### config.mk
export PLATFORM = sky130hd
export DESIGN_NAME = seg7_scan_controller_flat
export DESIGN_NICKNAME = d
export VERILOG_FILES = /design/src/rtl/seg7_scan_controller_if.sv /design/src/rtl/seg7_scan_controller.sv /design/src/flat_wrapper.sv
export SDC_FILE = /design/constraint.sdc
export NUM_CORES = 1
export LEC_CHECK = 0
export CORE_MARGIN = 2
export CORE_UTILIZATION = 55
export CTS_BUF_LIST = sky130_fd_sc_hd__clkbuf_4 sky130_fd_sc_hd__clkbuf_8
export DETAILED_ROUTE_END_ITERATION = 16
export GPL_TIMING_DRIVEN = 0
export PLACE_DENSITY = 0.85
export SLEW_MARGIN = 20
export SYNTH_ARGS = -nofsm -noshare
export SYNTH_HDL_FRONTEND = slang
export SYNTH_SLANG_ARGS = --single-unit
### constraint.sdc
create_clock -name clk -period 8.65 [get_ports clk]
set_input_delay 1.73 -clock clk [delete_from_list [all_inputs] [get_ports clk]]
set_output_delay 1.73 -clock clk [all_outputs]
set_load 0.03 [all_outputs]
### src/rtl/seg7_scan_controller_if.sv
// seg7_scan_controller_if: valid/ready load channel carrying a 16-bit hex value to the scan controller
interface seg7_scan_controller_if;
  logic        load_valid;
  logic [15:0] load_data;
  logic        load_ready;
  modport master (output load_valid, load_data, input load_ready);
  modport slave (input load_valid, load_data, output load_ready);
endinterface

### src/rtl/seg7_scan_controller.sv
// seg7_scan_controller: frame-synchronous 4-digit seven-segment scanner with blanking gaps and leading-zero suppression
module seg7_scan_controller #(
  parameter int DIGIT_TICKS = 50000,
  parameter int BLANK_TICKS = 500
) (
  input  logic                    clk,
  input  logic                    RST_N,
  seg7_scan_controller_if.slave   load,
  input  logic                    lz_en,
  output logic [3:0]              Cathode,
  output logic [6:0]              Segment_out,
  output logic                    frame_done
);
  localparam int MAXT = (DIGIT_TICKS > BLANK_TICKS) ? DIGIT_TICKS : BLANK_TICKS;
  localparam int CW = $clog2(MAXT) + 1;
  localparam logic [6:0] HEX [16] = '{7'h3F, 7'h06, 7'h5B, 7'h4F, 7'h66, 7'h6D, 7'h7D, 7'h07,
                                       7'h7F, 7'h6F, 7'h77, 7'h7C, 7'h39, 7'h5E, 7'h79, 7'h71};
  typedef enum logic {BLANK, SHOW} state_t;
  state_t        state_q, state_d;
  logic [1:0]    idx_q, idx_d;
  logic [CW-1:0] cnt_q, cnt_d;
  logic [15:0]   active_q, active_d;
  logic [15:0]   pending_q, pending_d;
  logic          full_q, full_d;
  logic [3:0]    cathode_q, cathode_d;
  logic [6:0]    seg_q, seg_d;
  logic          frame_done_q, frame_done_d;
  logic          last, frame_end, accept, lz_blank, lit;
  logic [3:0]    nibble;
  // Next-state scan/handshake logic; outputs are precomputed from the next state so they are registered yet cycle-aligned
  always_comb begin
    last = (state_q == BLANK) ? (cnt_q == CW'(BLANK_TICKS - 1)) : (cnt_q == CW'(DIGIT_TICKS - 1));
    frame_end = (state_q == SHOW) && (idx_q == 2'd3) && last;
    accept = load.load_valid && !full_q;
    state_d = last ? ((state_q == BLANK) ? SHOW : BLANK) : state_q;
    idx_d = (last && state_q == SHOW) ? idx_q + 2'd1 : idx_q;
    cnt_d = last ? '0 : cnt_q + CW'(1);
    full_d = accept || (full_q && !frame_end);
    pending_d = accept ? load.load_data : pending_q;
    active_d = (frame_end && full_q) ? pending_q : active_q;
    nibble = active_d[{idx_d, 2'b00} +: 4];
    lz_blank = lz_en && ((idx_d == 2'd1 && active_d[15:4] == 12'h000) ||
                         (idx_d == 2'd2 && active_d[15:8] == 8'h00) ||
                         (idx_d == 2'd3 && active_d[15:12] == 4'h0));
    lit = (state_d == SHOW) && !lz_blank;
    cathode_d = lit ? ~(4'b0001 << idx_d) : 4'b1111;
    seg_d = lit ? HEX[nibble] : 7'h00;
    frame_done_d = (state_d == SHOW) && (idx_d == 2'd3) && (cnt_d == CW'(DIGIT_TICKS - 1));
  end
  // State, data and output registers with asynchronous clear to the blank display
  always_ff @(posedge clk or negedge RST_N) begin
    if (!RST_N) begin
      state_q      <= BLANK;
      idx_q        <= '0;
      cnt_q        <= '0;
      active_q     <= '0;
      pending_q    <= '0;
      full_q       <= 1'b0;
      cathode_q    <= 4'b1111;
      seg_q        <= 7'h00;
      frame_done_q <= 1'b0;
    end else begin
      state_q      <= state_d;
      idx_q        <= idx_d;
      cnt_q        <= cnt_d;
      active_q     <= active_d;
      pending_q    <= pending_d;
      full_q       <= full_d;
      cathode_q    <= cathode_d;
      seg_q        <= seg_d;
      frame_done_q <= frame_done_d;
    end
  end
  assign load.load_ready = !full_q;
  assign Cathode = cathode_q;
  assign Segment_out = seg_q;
  assign frame_done = frame_done_q;
endmodule

### src/flat_wrapper.sv
// flat-port wrapper written by rule: the top's interface ports become plain ports
module seg7_scan_controller_flat 
#(
  parameter int DIGIT_TICKS = 50000,
  parameter int BLANK_TICKS = 500
)
  (clk, RST_N, lz_en, Cathode, Segment_out, frame_done, load_load_valid, load_load_data, load_load_ready);
  seg7_scan_controller_if load_i ();
  input  logic clk;
  input  logic RST_N;
  input  logic lz_en;
  output logic [3:0] Cathode;
  output logic [6:0] Segment_out;
  output logic frame_done;
  input wire logic [$bits(load_i.load_valid)-1:0] load_load_valid;
  input wire logic [$bits(load_i.load_data)-1:0] load_load_data;
  output wire logic [$bits(load_i.load_ready)-1:0] load_load_ready;
  assign load_i.load_valid = load_load_valid;
  assign load_i.load_data = load_load_data;
  assign load_load_ready = load_i.load_ready;
  seg7_scan_controller #(.DIGIT_TICKS(DIGIT_TICKS), .BLANK_TICKS(BLANK_TICKS)) u_core (.clk(clk), .RST_N(RST_N), .load(load_i), .lz_en(lz_en), .Cathode(Cathode), .Segment_out(Segment_out), .frame_done(frame_done));
endmodule
==> metrics.yaml, run 1 <==
timing:
  period_share_pct: 55.6
  skew_ns: 0.00882
  slew_violations: 0
  rsz0062_at_grt: "false"
  fmax_mhz: 208
  relSlewSlack_pct: 59.2
  worst_slew_pin_slew_ns: 0.596
  whs_ns: 0.512
  setup_viol: 0
  setup-tns-final_ns: 0
  fin_crit_ns: 4.81
  final-hold-violation-count: 0
final_layout:
  fin_nets: 344
  final-seq-area_mm2: 0.00163
  fillCellCount: 428
  drive_gt1_share_pct: 22.8
  multiInputGateArea_mm2: 0.00155
  antenna_cells: 0
  areaGrowthSynthToFinish_pct: 19.8
synthesis:
  avgSynthCellArea_um2: 12.1
  ys_async_sr_fraction_pct: 100
  synth_top_area_share_pct: 46.5
  syn_area_mm2: 0.00328
  synthTopCellsByArea: "dfrtp_1 47%, mux2_2 9.6%, mux2i_1 4.3%"
  ys_types: 51
  syn-num-nets: 300
  yosysTopAreaCell: "dfrtp_1"
  ys_ff_latch: 65
  netlist_instances: 271
  ys_seq_area_share_pct: 49.8
  ys_warn_count: 0
  ys.flop_type: "dfrtp_1"
  synth_edf_count: 0
clocking:
  cts.repair.resized: 0
  cts_buffers: 9
  clkTransAtPathRegs_ns: 0.07
  cts_htree_levels: 3
  hold_buffers: 0
  cts.path.max_buffers: 2
  worst_skew_pair.late_latency_ns: 0.35
  cts_root_buffer: "clkbuf_8"
  post_cts_buffers: 0
  cts.sinks: 65
  cts_tree: "built"
grt:
  grt_start_max_net_pins: 38
  antenna_found_initial: 0
  grtUsageTotal_pct: 21.8
  globalRoute.totalOverflow: 0
  grt_pass1_wl_um: 10700
  grt_pass1_vias: 2243
worst_setup_path:
  startpoint_type: "register"
  path_max_fanout: 10
  rr_endpoint: "u_core.Segment_out[4]"
  r2r_setup_slack_ns: 3.84
  cpPeakStageDelay_ns: 0.52
  rr_worst_depth: 14
  setup.worst_path.class: "reg -> reg"
  cp-startpoint: "u_core.cnt_q[10]"
  worstPathCellList: "nor4b_2 > nand4_1 > a211oi_2 > clkbuf_1 > ha_1 > mux2i_1 > clkbuf_1 > mux4_2 > mux2i_1 > inv_1 > ha_1 > nand2_1 > o21ai_0 > a211oi_1"
  cp.required_ns: 8.91
  timing.rr.start: "u_core.cnt_q[10]"
  end_kind: "register"
  cp.buffers_inverters: 3
  cp_data_arrival_time_ns: 5.07
  slowest_stage: "a211oi_2"
  cp_top_family: "multiplexers"
power:
  ir_drop_mv: 0.111
  pwr-share-seq_pct: 50.5
  power.density_mw_per_mm2: 162
  internal_power_w: 0.000492
  p_sw_w: 0.000143
  clock_power_share_pct: 45.1
  switching_share_pct: 22.5
  leakage_nw: 1.71
  combPwrFrac_pct: 4.4
detailed_routing:
  drt_iter0_markers: 81
  drc: 0
  drt_pass1_iterations: 5
  wl_per_cell_um: 15.8
  wirelength_um: 6250
  viasPerCell: 5.66
  vias: 2236
  drtAntennaViolNets: 0
worst_hold_path:
  min_to: "u_core.active_q[0]"
  worstHoldStart: "u_core.active_q[0]"
  hold_path.class: "reg -> reg"
  whs_path_depth: 1
floorplanning:
  die_y_um: 81.2
  coreArea_mm2: 0.00585
  dieArea_mm2: 0.00660
  fp-row-count: 28
  die_w_um: 81.2
  io_pins: 33
  start_util_pct: 56.1
flow_run:
  maxCapViolCount: 0
place:
  globalplace.congestion: 0.838
  port_buffers: 32
  hpwl_um: 4550
outcome:
  status: "finished, final reports clean"
worst max-delay path by stage:
stage,to,slack (ns),cells after the start
5_1_grt,u_core.Segment_out[4],3.46,14
2_1_floorplan,u_core.Segment_out[4],4.67,14
3_3_place_gp,u_core.pending_q[15],3.82,1
6_report,u_core.Segment_out[4],3.84,14
4_1_cts,u_core.Segment_out[4],3.81,14
3_5_place_dp,u_core.Segment_out[4],3.87,14
layer usage:
metal,global-route usage (%),wire length [um]
met4,11.9,117
met2,35.5,3120
met3,4.44,198
met1,27.3,2810
met5,0,0
registers in the layout, summed over array words and instances (netlist names):
register and count:
u_core.Segment_out 7, u_core.cnt_q 17, u_core.full_q 1, u_core.idx_q 2, u_core.active_q 16, u_core.Cathode 4
u_core.frame_done 1, u_core.pending_q 16, u_core.state_q 1
metrics by stage:
| stage | util, % | instance area (um2) | setup WS (ns) | power (W) | cells |
|---|---|---|---|---|---|
| after floorplan | - | 3280 | 4.67 | 0.000335 | 271 |
| after global placement | 63.1 | 3690 | 3.82 | 0.000353 | 378 |
| after detailed placement | 63.4 | 3710 | 3.87 | 0.000355 | 379 |
| after CTS | 67.2 | 3930 | 3.81 | 0.000638 | 395 |
| after global routing | 67.2 | 3930 | 3.46 | 0.000656 | 395 |
| final | 67.2 | 3930 | 3.84 | 0.000635 | 395 |
cells by family after synthesis:
logic type | Yosys count | synth area share, %
buf+inv | 22 | 2.90
mux | 48 | 17.8
fa+ha+maj | 9 | 3.43
compound gates | 24 | 6.49
simple gates | 87 | 15.1
xor+xnor | 16 | 4.50
flops | 65 | 49.8
cells in the final DEF (no fill, tap or decap), types with 5 or more instances in the layout:
cell,n
inv_1,9
nand2_1,11
xnor2_1,9
a211oi_1,5
mux2i_1,14
clkdlybuf4s50_1,31
nor3_1,11
dfrtp_1,61
nor2_1,23
mux4_2,5
nand3_1,11
xor2_1,6
mux2_2,28
nand4_1,7
ha_1,9
clkbuf_8,9
power groups by stage:
stage	sequential (W)	combinational, W	clock, W
5_1_grt	0.000322	0.0000311	0.000303
2_1_floorplan	0.000323	0.0000116	0
6_report	0.000321	0.0000279	0.000286
3_5_place_dp	0.000327	0.0000286	0
3_3_place_gp	0.000327	0.0000265	0
4_1_cts	0.000321	0.0000287	0.000289
synth_stat cells (4+ instances only):
cell type	n
dfrtp_1	61
mux2_2	28
nor2_1	23
mux2i_1	14
nand2_1	11
nand3_1	11
nor3_1	11
ha_1	9
inv_1	9
xnor2_1	9
nand4_1	7
xor2_1	6
a211oi_1	5
mux4_2	5
a21oi_1	4
clkbuf_1	4
dfstp_2	4
final cells by class:
cell class / instances / share of cell area [%]
flip-flops and latches: 65 / 41.5
multi-input cells: 184 / 39.5
plain buffers: 10 / 1.27
clock buffers: 9 / 3.15
repair buffers: 33 / 8.60
clock inverters: 7 / 2.42
inverters: 12 / 1.15
well taps: 75 / 2.39
Power figures use the tool's default switching activity.
==> run 2: changes to the inputs <==
==> constraint.sdc (replaced) <==
create_clock -name clk -period 4.7 [get_ports clk]
set_input_delay 0.94 -clock clk [delete_from_list [all_inputs] [get_ports clk]]
set_output_delay 0.94 -clock clk [all_outputs]
set_load 0.03 [all_outputs]
==> run 2 against run 1 <==
Register-to-register slack got worse by 3.4 ns. Core utilization increased by 0.24 points. Critical endpoint unchanged. Clock power increased by 84%. Sequential cell count unchanged. Die area unchanged. Largest cell class unchanged. Combinational power increased by 85%. Largest power group unchanged. Clock skew increased by 0.0017 ns. Global-route usage increased by 0.053 points.
==> metrics.yaml, run 2 (synthesis gave the netlist of run 1 again) <==
clocking:
  cts_tree: "built"
  cts_htree_levels: 3
  cts_root_buffer: "clkbuf_8"
  cts_buffers: 9
  worst_skew_pair.late_latency_ns: 0.35
  cts.path.max_buffers: 2
  post_cts_buffers: 0
  clkTransAtPathRegs_ns: 0.07
  cts.sinks: 65
power:
  p_sw_w: 0.000261
  clock_power_share_pct: 45.0
  pwr-share-seq_pct: 50.6
  leakage_nw: 1.72
  power.density_mw_per_mm2: 296
  combPwrFrac_pct: 4.4
  switching_share_pct: 22.4
  ir_drop_mv: 0.204
  internal_power_w: 0.000905
place:
  globalplace.congestion: 0.838
  hpwl_um: 4550
  place_ws_ns: -0.0804
  port_buffers: 32
floorplanning:
  dieArea_mm2: 0.00660
  die_y_um: 81.2
  start_util_pct: 56.1
  fp-row-count: 28
  io_pins: 33
  die_w_um: 81.2
  coreArea_mm2: 0.00585
timing:
  period_share_pct: 91.3
  setup_viol: 0
  relSlewSlack_pct: 59.2
  final-hold-violation-count: 0
  worst_slew_pin_slew_ns: 0.613
  rsz0062_at_grt: "false"
  slew_violations: 0
  skew_ns: 0.0105
  fin_crit_ns: 4.29
  fmax_mhz: 233
  setup_slack_ns: 0.410
final_layout:
  drive_gt1_share_pct: 23.8
  final_cell_mix: "61 x dfrtp_1, 31 x clkdlybuf4s50_1, 28 x mux2_2"
  top_register: "u_core.cnt_q"
  fin_nets: 344
  layout.cells.most_common: "dfrtp_1"
  biggestRegsByFlops: "u_core.cnt_q: 17 flops, u_core.active_q: 16 flops, u_core.pending_q: 16 flops"
  final-seq-area_mm2: 0.00163
  fin_util_pct: 67.4
  antenna_cells: 0
  areaGrowthSynthToFinish_pct: 20.3
  multiInputGateArea_mm2: 0.00156
  fillCellCount: 427
  largest_reg_flops: 17
worst_setup_path:
  cp.required_ns: 4.96
  path_max_fanout: 10
  slowest_stage: "dfrtp_1"
  cp.depth: 14
  worstPathCellList: "nor4b_2 > nand4_1 > a211oi_4 > clkbuf_2 > ha_1 > mux2i_1 > clkbuf_2 > mux4_2 > mux2i_2 > inv_1 > ha_1 > nand2_1 > o21ai_0 > a211oi_1"
  cp.buffers_inverters: 3
  setup.worst_path.class: "reg -> reg"
  cp_top_family: "multiplexers"
  startpoint_type: "register"
  end_kind: "register"
  timing.rr.start: "u_core.cnt_q[10]"
  cpPeakStageDelay_ns: 0.44
  rr_worst_depth: 14
  cp-startpoint: "u_core.cnt_q[10]"
  cp_data_arrival_time_ns: 4.55
grt:
  grt_pass1_wl_um: 10800
  grtUsageTotal_pct: 21.9
  grt_pass1_vias: 2252
  busiest_layer: "met2"
  grt_start_max_net_pins: 38
  use_met2_pct: 35.3
  grt_use_met1_pct: 27.4
  globalRoute.totalOverflow: 0
  use_met3_pct: 4.56
  antenna_found_initial: 0
detailed_routing:
  wl_per_cell_um: 16.0
  vias: 2247
  drt_pass1_iterations: 4
  wirelength_um: 6310
  drtAntennaViolNets: 0
  drc: 0
  drt_iter0_markers: 102
  viasPerCell: 5.69
flow_run:
  maxCapViolCount: 0
outcome:
  status: "finished, final reports clean"
worst_hold_path:
  hold_path.class: "in -> async"
## run 2: cell counts in the layout (fill, tap and decap cells not counted)
No cell type changed its count.
## run 2: through the flow
stage | TNS, ns | hold WS [ns] | std cells | total power, W | instance area, um2
after detailed placement | -0.142 | 0.492 | 379 | 0.000654 | 3710
after CTS | 0 | 0.508 | 395 | 0.00117 | 3930
after floorplan | 0 | 0.446 | 271 | 0.000616 | 3280
after global placement | 0 | 0.481 | 378 | 0.000650 | 3690
after global routing | 0 | 0.521 | 395 | 0.00121 | 3940
final | 0 | 0.504 | 395 | 0.00117 | 3940
## run 2: power by group through the flow
stage / logic, W / clock network, W / registers (W)
2_1_floorplan: 0.0000214 / 0 / 0.000595
3_3_place_gp: 0.0000488 / 0 / 0.000601
3_5_place_dp: 0.0000526 / 0 / 0.000601
4_1_cts: 0.0000530 / 0.000531 / 0.000591
5_1_grt: 0.0000575 / 0.000557 / 0.000592
6_report: 0.0000516 / 0.000525 / 0.000590
## run 2: path summary, 6_finish.rpt
check / end / slack [ns]
max: u_core.Segment_out[4] / 0.41
min: u_core.cnt_q[10] / 0.50
max reg2reg: u_core.Segment_out[4] / 0.41
min reg2reg: u_core.active_q[0] / 0.51
max in group asynchronous: u_core.Cathode[1] / 3.62
min in group clk: u_core.active_q[0] / 0.51
## run 2: cell type report
type,count,share of cell area (%)
inverter,12,1.14
timing repair buffer,33,8.57
clock buffer,9,3.14
clock inverter,7,2.41
tap,75,2.38
sequential,65,41.4
multi-input combinational,184,39.7
buffer,10,1.33
## run 2: layer usage
metal	up-vias	wire length (um)
met1	1120	2760
met4	0	196
li1	1065	-
met3	17	210
met2	45	3140
met5	-	0
## run 2: what timing repair did
action / in CTS / in global routing
hold buffers: 0 / 0
gates resized for setup: 1 / 5
setup endpoints to repair: 7 / 7
pin swaps: 0 / 0
gates cloned: 0 / 0
==> run 3: changes to the inputs <==
--- a/config.mk
+++ b/config.mk
@@ -9,8 +9,10 @@
 export CORE_UTILIZATION = 55
 export CTS_BUF_LIST = sky130_fd_sc_hd__clkbuf_4 sky130_fd_sc_hd__clkbuf_8
 export DETAILED_ROUTE_END_ITERATION = 16
+export DONT_BUFFER_PORTS = 1
 export GPL_TIMING_DRIVEN = 0
-export PLACE_DENSITY = 0.85
+export PLACE_DENSITY = 0.78
+export SETUP_SLACK_MARGIN = 0.05
 export SLEW_MARGIN = 20
 export SYNTH_ARGS = -nofsm -noshare
 export SYNTH_HDL_FRONTEND = slang
==> run 3 against run 2 <==
Combinational power is 52% lower. Clock power rose by 3%. Die area did not move. Setup slack gained 0.069 ns. Fmax increased by 1.6%. Clock skew up 0.0046 ns. Non-clock buffer count is 33 lower. Routed wire length rose by 2.0%. Clock-buffer cell count up 3. Sequential power barely moved. Critical path depth unchanged. Sequential cell count is the same. Critical endpoint unchanged. Largest power group unchanged. Highest routed layer unchanged.
==> metrics.yaml, run 3 (synthesis gave the netlist of run 1 again) <==
outcome:
  status: "finished, final reports clean"
clocking:
  clkTransAtPathRegs_ns: 0.07
  cts.path.max_buffers: 2
  cts.sinks: 65
  cts_root_buffer: "clkbuf_8"
  cts_htree_levels: 3
  cts_buffers: 9
  post_cts_buffers: 0
  hold_buffers: 0
  cts_tree: "built"
  worst_skew_pair.late_latency_ns: 0.35
final_layout:
  antenna_cells: 0
  top_register: "u_core.cnt_q"
  drive_gt1_share_pct: 25.8
  layoutNonFillerInstCount: 362
  layout.cells.most_common: "dfrtp_1"
  fin_util_pct: 62.0
  largest_reg_flops: 17
  biggestRegsByFlops: "u_core.cnt_q: 17 flops, u_core.active_q: 16 flops, u_core.pending_q: 16 flops"
  areaGrowthSynthToFinish_pct: 10.5
  fin_nets: 311
  final_cell_mix: "61 x dfrtp_1, 28 x mux2_2, 23 x nor2_1"
detailed_routing:
  wirelength_um: 6440
  vias: 2125
  viasPerCell: 5.87
  drtAntennaViolNets: 0
  wl_per_cell_um: 17.8
  drc: 0
  drt_pass1_iterations: 4
  drt_iter0_markers: 154
floorplanning:
  fp-row-count: 28
  die_y_um: 81.2
  coreArea_mm2: 0.00585
  dieArea_mm2: 0.00660
  start_util_pct: 56.1
  die_w_um: 81.2
  io_pins: 33
worst_setup_path:
  cp.required_ns: 4.93
  end_kind: "register"
  cp_data_arrival_time_ns: 4.45
  setup.worst_path.class: "reg -> reg"
  startpoint_type: "register"
  timing.rr.start: "u_core.cnt_q[0]"
  rr_endpoint: "u_core.Segment_out[4]"
  rr_worst_depth: 14
  crit_path_end: "u_core.Segment_out[4]"
  cp-startpoint: "u_core.cnt_q[0]"
  r2r_setup_slack_ns: 0.48
  path_max_fanout: 10
grt:
  use_met2_pct: 36.4
  busiest_layer: "met2"
  use_met3_pct: 3.89
  grtUsageTotal_pct: 22.0
  grt_pass1_wl_um: 10700
  grt_use_met1_pct: 27.7
  grt_start_max_net_pins: 66
  grt_pass1_vias: 2165
  globalRoute.totalOverflow: 0
  antenna_found_initial: 0
place:
  globalplace.congestion: 0.868
  dp_cells: 346
  place_ws_ns: -0.185
  port_buffers: 0
  hpwl_um: 4610
timing:
  rsz0062_at_grt: "false"
  whs_ns: 0.276
  fin_crit_ns: 4.22
  worst_slew_pin_slew_ns: 0.595
  setup_slack_ns: 0.479
  setup_viol: 0
  final-hold-violation-count: 0
  period_share_pct: 89.8
  fmax_mhz: 237
  skew_ns: 0.0151
  slew_violations: 0
  relSlewSlack_pct: 60.3
flow_run:
  maxCapViolCount: 0
power:
  leakage_nw: 1.59
  pwr-share-seq_pct: 51.0
  internal_power_w: 0.000919
  clock_power_share_pct: 46.8
  switching_share_pct: 20.7
  ir_drop_mv: 0.238
  combPwrFrac_pct: 2.1
  p_sw_w: 0.000240
  power.density_mw_per_mm2: 320
worst_hold_path:
  hold_path.class: "in -> async"
run 3: changes by cell type in the layout (fill, tap and decap cells not counted), sizes merged:
cell | before | now
buf | 8 | 6
clkinv | 5 | 2
clkbuf | 13 | 16
clkdlybuf4s50 | 31 | 0
run 3: routing by layer:
layer  share of wire [%]  wire [um]
met5                   0          0
met1                  43       2740
met4                 2.5        161
met2                  52       3340
met3                 3.1        197
run 3: area by class of cell:
cell class / count / area, um2
buffer: 10 / 52.6
clock inverter: 4 / 76.3
inverter: 12 / 45.0
fill: 428 / 2230
multi-input combinational: 184 / 1570
tap: 75 / 93.8
sequential: 65 / 1630
clock buffer: 12 / 153
run 3: worst min-delay path by stage:
stage               slack (ns)            endpoint
floorplan                 0.45  u_core.active_q[1]
global placement          0.49  u_core.active_q[1]
detailed placement        0.49  u_core.active_q[1]
CTS                       0.27    u_core.cnt_q[10]
global route              0.27    u_core.cnt_q[10]
finish                    0.28    u_core.cnt_q[10]
run 3: power by group through the flow:
stage | clock (W) | combinational (W) | sequential (W)
after floorplan | 0 | 0.0000214 | 0.000595
after global placement | 0 | 0.0000228 | 0.000601
after detailed placement | 0 | 0.0000241 | 0.000602
after CTS | 0.000547 | 0.0000243 | 0.000591
after global routing | 0.000568 | 0.0000266 | 0.000594
final | 0.000542 | 0.0000246 | 0.000591
run 3: worst max-delay path, cell delays in order (launching register included):
cell	delay [ns]
dfrtp_1	0.42
ha_1	0.31
nand4_1	0.33
a211oi_4	0.43
clkbuf_2	0.30
ha_1	0.29
mux2i_1	0.26
clkbuf_2	0.27
mux4_2	0.38
mux2i_4	0.26
inv_1	0.13
ha_1	0.28
nand2_1	0.08
o21ai_0	0.07
a211oi_1	0.28
run 3: per-stage QoR:
| step | TNS (ns) | instance area, um2 | total power (W) |
|---|---|---|---|
| 3_3_place_gp | -0.0905 | 3370 | 0.000624 |
| 2_1_floorplan | 0 | 3280 | 0.000616 |
| 6_report | 0 | 3620 | 0.00116 |
| 5_1_grt | 0 | 3620 | 0.00119 |
| 3_5_place_dp | -0.505 | 3370 | 0.000626 |
| 4_1_cts | 0 | 3610 | 0.00116 |
run 3: what timing repair did:
item	in CTS	in global routing
pin swaps	0	0
resized for setup	2	4
endpoints found under the setup margin	7	7
